`config.mk`:
```
export PLATFORM = sky130hd
export DESIGN_NAME = shift_reg_engine
export DESIGN_NICKNAME = d
export VERILOG_FILES = /design/src/rtl/shift_reg_engine.sv
export SDC_FILE = /design/constraint.sdc
export NUM_CORES = 1
export LEC_CHECK = 0
export ABC_AREA = 1
export CAP_MARGIN = 20
export CORE_ASPECT_RATIO = 0.7
export CORE_MARGIN = 8
export CORE_UTILIZATION = 50
export CTS_CLUSTER_SIZE = 40
export DETAILED_ROUTE_END_ITERATION = 8
export DONT_BUFFER_PORTS = 1
export HOLD_SLACK_MARGIN = 0.15
export SYNTH_ARGS = -nofsm -noshare
export SYNTH_HDL_FRONTEND = slang
export SYNTH_SLANG_ARGS = --single-unit
```
`constraint.sdc`:
```
create_clock -name clk -period 1.9 [get_ports clk]
set_input_delay 0.095 -clock clk [delete_from_list [all_inputs] [get_ports clk]]
set_output_delay 0.095 -clock clk [all_outputs]
set_load 0.05 [all_outputs]
```
`src/rtl/shift_reg_engine.sv`:
```
// Parametrised shift/rotate register with manual stepping, serial in/out and an
// autonomous run counter that shifts `count` times after `start`, then pulses `done`.
module shift_reg_engine #(
  parameter int WIDTH = 8,
  parameter int CNT_W = 4
) (
  input  logic             clk,
  input  logic             rstn,
  input  logic [WIDTH-1:0] load_val,
  input  logic             load_en,
  input  logic [2:0]       mode,
  input  logic             ser_in,
  input  logic             step,
  input  logic             start,
  input  logic [CNT_W-1:0] count,
  output logic [WIDTH-1:0] op,
  output logic             ser_out,
  output logic             busy,
  output logic             done
);

  typedef enum logic {
    IDLE = 1'b0,
    RUN  = 1'b1
  } state_e;

  // valid/ready: none; load_en/start/step are single-cycle strobes sampled on
  // the rising edge, busy is level status and done is a one-cycle pulse.
  state_e           state_q, state_d;
  logic [WIDTH-1:0] op_q, op_d;
  logic             ser_out_q, ser_out_d;
  logic             busy_q, busy_d;
  logic             done_q, done_d;
  logic             zero_pend_q, zero_pend_d;
  logic [2:0]       run_mode_q, run_mode_d;
  logic [CNT_W-1:0] remaining_q, remaining_d;

  logic [2:0]       shift_mode;
  logic [WIDTH-1:0] shift_op;
  logic             shift_bit;

  // One shift of the current register; hold modes leave ser_out untouched.
  always_comb begin
    shift_mode = (state_q == RUN) ? run_mode_q : mode;
    shift_op   = op_q;
    shift_bit  = ser_out_q;
    case (shift_mode)
      3'd1: begin
        shift_op  = {op_q[WIDTH-2:0], op_q[WIDTH-1]};
        shift_bit = op_q[WIDTH-1];
      end
      3'd2: begin
        shift_op  = {op_q[0], op_q[WIDTH-1:1]};
        shift_bit = op_q[0];
      end
      3'd3: begin
        shift_op  = {op_q[WIDTH-2:0], ser_in};
        shift_bit = op_q[WIDTH-1];
      end
      3'd4: begin
        shift_op  = {ser_in, op_q[WIDTH-1:1]};
        shift_bit = op_q[0];
      end
      3'd5: begin
        shift_op  = {op_q[WIDTH-1], op_q[WIDTH-1:1]};
        shift_bit = op_q[0];
      end
      default: begin
        shift_op  = op_q;
        shift_bit = ser_out_q;
      end
    endcase
  end

  always_comb begin
    state_d     = state_q;
    op_d        = op_q;
    ser_out_d   = ser_out_q;
    done_d      = zero_pend_q;
    zero_pend_d = 1'b0;
    run_mode_d  = run_mode_q;
    remaining_d = remaining_q;
    case (state_q)
      IDLE: begin
        if (load_en) begin
          op_d = load_val;
        end else if (start) begin
          run_mode_d  = mode;
          remaining_d = count;
          // A zero-length run reports completion one cycle later without shifting.
          if (count == '0) zero_pend_d = 1'b1;
          else             state_d     = RUN;
        end else if (step) begin
          op_d      = shift_op;
          ser_out_d = shift_bit;
        end
      end
      RUN: begin
        if (load_en) begin
          op_d        = load_val;
          state_d     = IDLE;
          remaining_d = '0;
        end else begin
          op_d        = shift_op;
          ser_out_d   = shift_bit;
          remaining_d = remaining_q - CNT_W'(1);
          if (remaining_q == CNT_W'(1)) begin
            state_d = IDLE;
            done_d  = 1'b1;
          end
        end
      end
      default: state_d = IDLE;
    endcase
    busy_d = (state_d == RUN);
  end

  always_ff @(posedge clk) begin
    if (!rstn) begin
      state_q     <= IDLE;
      op_q        <= '0;
      ser_out_q   <= 1'b0;
      busy_q      <= 1'b0;
      done_q      <= 1'b0;
      zero_pend_q <= 1'b0;
      run_mode_q  <= 3'd0;
      remaining_q <= '0;
    end else begin
      state_q     <= state_d;
      op_q        <= op_d;
      ser_out_q   <= ser_out_d;
      busy_q      <= busy_d;
      done_q      <= done_d;
      zero_pend_q <= zero_pend_d;
      run_mode_q  <= run_mode_d;
      remaining_q <= remaining_d;
    end
  end

  assign op      = op_q;
  assign ser_out = ser_out_q;
  assign busy    = busy_q;
  assign done    = done_q;

endmodule

```
==> out/qor.yml <==
run:
  maxCapViolCount: 0
sta:
  worst_pin_slew_ns: 0.5383
  min_period_ns: 1.638
  setup_viol: 0
  max_freq_mhz: 610.3
  slew_headroom_pct: 63.74
  post-route-period-util_pct: 86.24
  final.setup.tns_ns: 0
  hold_viol: 0
  setup_ws_ns: 0.2615
  rsz0062_at_grt: "false"
  skew_ns: 0.002072
  slew_viol_final: 0
global_route:
  grtUsageTotal_pct: 16.43
  antenna_found_initial: 0
  use_met3_pct: 5.841
  grt_pass1_wl_mm: 5.478
  grt.busiest_layer: "met2"
  grtUsageMet2_pct: 24.13
  grt_max_degree: 15
  grt-ovfl-total: 0
  grt_pass1_vias: 1176
  grtUsageMet1_pct: 21.44
floorplanning:
  start_util_pct: 53.91
  rows: 14
  fp.dieW_um: 74.31
  dieArea_mm2: 0.004222
  die_height_um: 56.82
  core-area_mm2: 0.002207
  io_pins: 32
final_layout:
  final_cell_mix: "nand2_1, dfxtp_1, a21oi_1, dlygate4sd3_1"
  fillers: 208
  layout_commonest_cell: "nand2_1"
  regArea_um2: 380.4
  diodes: 0
  postLayoutCellArea_mm2: 0.001499
  multi_input_area_um2: 708.2
  nNetsFinal: 231
  areaGrowthSynthToFinish_pct: 25.97
  drive_gt1_share_pct: 14.98
detailed_routing:
  drc: 0
  viasPerCell: 5.368
  drt_iter0_drc: 110
  vias: 1283
  wl_mm: 3.330
  drtPass1Iterations: 4
  drtAntennaViolNets: 0
  wl_per_cell_um: 13.93
yosys:
  synth_area_leaders: "dfxtp_1, nand2_1, a21oi_1"
  syn_avg_cell_area_um2: 6.685
  ys_async_sr_fraction_pct: 0
  ys_ff_latch: 19
  synth_edf_count: 0
  netlist.area_leader.share_pct: 31.97
  synth_top_cell_by_area: "dfxtp_1"
  synth_ff_type: "dfxtp_1"
  synth-seq-area-share_pct: 31.97
  ys_warn_count: 0
  synth_cell_types: 24
  syn-cell-area_mm2: 0.001190
  synth_cells: 178
  synth_fp_nets: 201
critical_path:
  required_ns: 2.14
  path_class: "flop to flop"
  end_kind: "flop"
  crit_path_start_kind: "flop"
  arrival_ns: 1.88
  worstPathMaxFanout: 10
placed_design:
  portBuffers: 0
  place_congestion: 0.8344
  dpl_cell_area_mm2: 0.001280
  place_ws_ns: 0.3193
  hpwl_mm: 2.384
power:
  leakagePower_nw: 0.6998
  max-vdd-ir-drop_mv: 0.4818
  p_per_area_mw_per_mm2: 681.4
hold_path:
  min_path_type: "input port to flop"
clock_tree:
  cts_root_buffer: "clkbuf_4"
  path_clk_slew_ns: 0.11
  cts_buffer_depth: 2
  cts_buffers: 3
  worstSkewPairLatency_ns: 0.30
  cts_tree: "yes"
  cts.sinks: 19
  htreeDepth: 1
outcome:
  status: "complete, no violations"
[through the flow]
stage	instances	hold slack, ns	util (%)	power, W
2_1_floorplan	178	0.2334	-	0.0007132
3_3_place_gp	216	0.2352	57.99	0.0007711
3_5_place_dp	216	0.2397	57.99	0.0007739
4_1_cts	239	0.1871	67.80	0.001027
5_1_grt	239	0.2300	67.91	0.001089
6_report	239	0.1911	67.91	0.001021
[routing by layer]
layer	vias to the layer above	part of all wire [%]
li1	645	-
met3	8	8.3
met1	584	45
met5	-	0
met2	46	45
met4	0	2.0
[layout make-up]
class	count	share of cell area (%)
multi-input combinational	136	47.25
inverter	19	5.092
clock buffer	4	1.753
sequential	19	25.38
tap	32	2.671
timing repair buffer	29	17.86
[registers in the layout, summed over array words and instances (netlist names)]
signal and cells:
run_mode_q 3, busy 1, ser_out 1, op 8
done 1, zero_pend_q 1, remaining_q 4
[worst paths after layout]
check                                    from       endpoint  slack [ns]  depth (start not counted)
worst max-delay path                     busy          op[2]        0.26                         10
worst min-delay path                   ser_in          op[0]        0.19                          6
worst max register to register           busy          op[2]        0.26                         10
worst min register to register  run_mode_q[0]  run_mode_q[0]        0.47                          2
[power breakdown]
group | switching (W) | internal (W) | leakage [nW]
registers | 0.0000299 | 0.000430 | 0.157
logic | 0.000227 | 0.000123 | 0.528
clock network | 0.000130 | 0.0000820 | 0.0150
total | 0.000386 | 0.000635 | 0.700
[what timing repair did]
action                                  4_1_cts  5_1_grt
resized for setup                             0        1
setup buffers                                 0        0
hold endpoints to repair                     19        0
endpoints found under the setup margin        0        1
hold buffers                                 19        0
[synthesized netlist by cell type, types with 2 or more instances]
master,number
nand3_1,13
nand2_4,2
ha_1,2
nand2_2,10
dfxtp_1,19
nor2_1,17
o21ai_1,7
mux2i_1,6
a21oi_1,18
a22oi_1,2
nand2_1,43
inv_1,17
buf_2,2
o21ai_0,9
o21ai_2,2
[logic make-up after synthesis]
family,after synthesis,synth area share (%)
multiplexers,6,5.048
buffers and inverters,23,8.517
AO/OA/AOI/OAI,39,17.77
flip-flops,19,31.97
AND/OR/NAND/NOR,89,34.59
adder cells (fa/ha/maj),2,2.103
[critical path, stage by stage (launching register included)]
cell	delay [ns]
dfxtp_1	0.49
inv_2	0.16
nand2_1	0.11
nand2_2	0.09
nand2_1	0.08
nand2_1	0.07
nand2_2	0.09
nand2_4	0.09
nand2_2	0.17
o21ai_1	0.07
a21oi_1	0.15
Power figures use the tool's default switching activity.
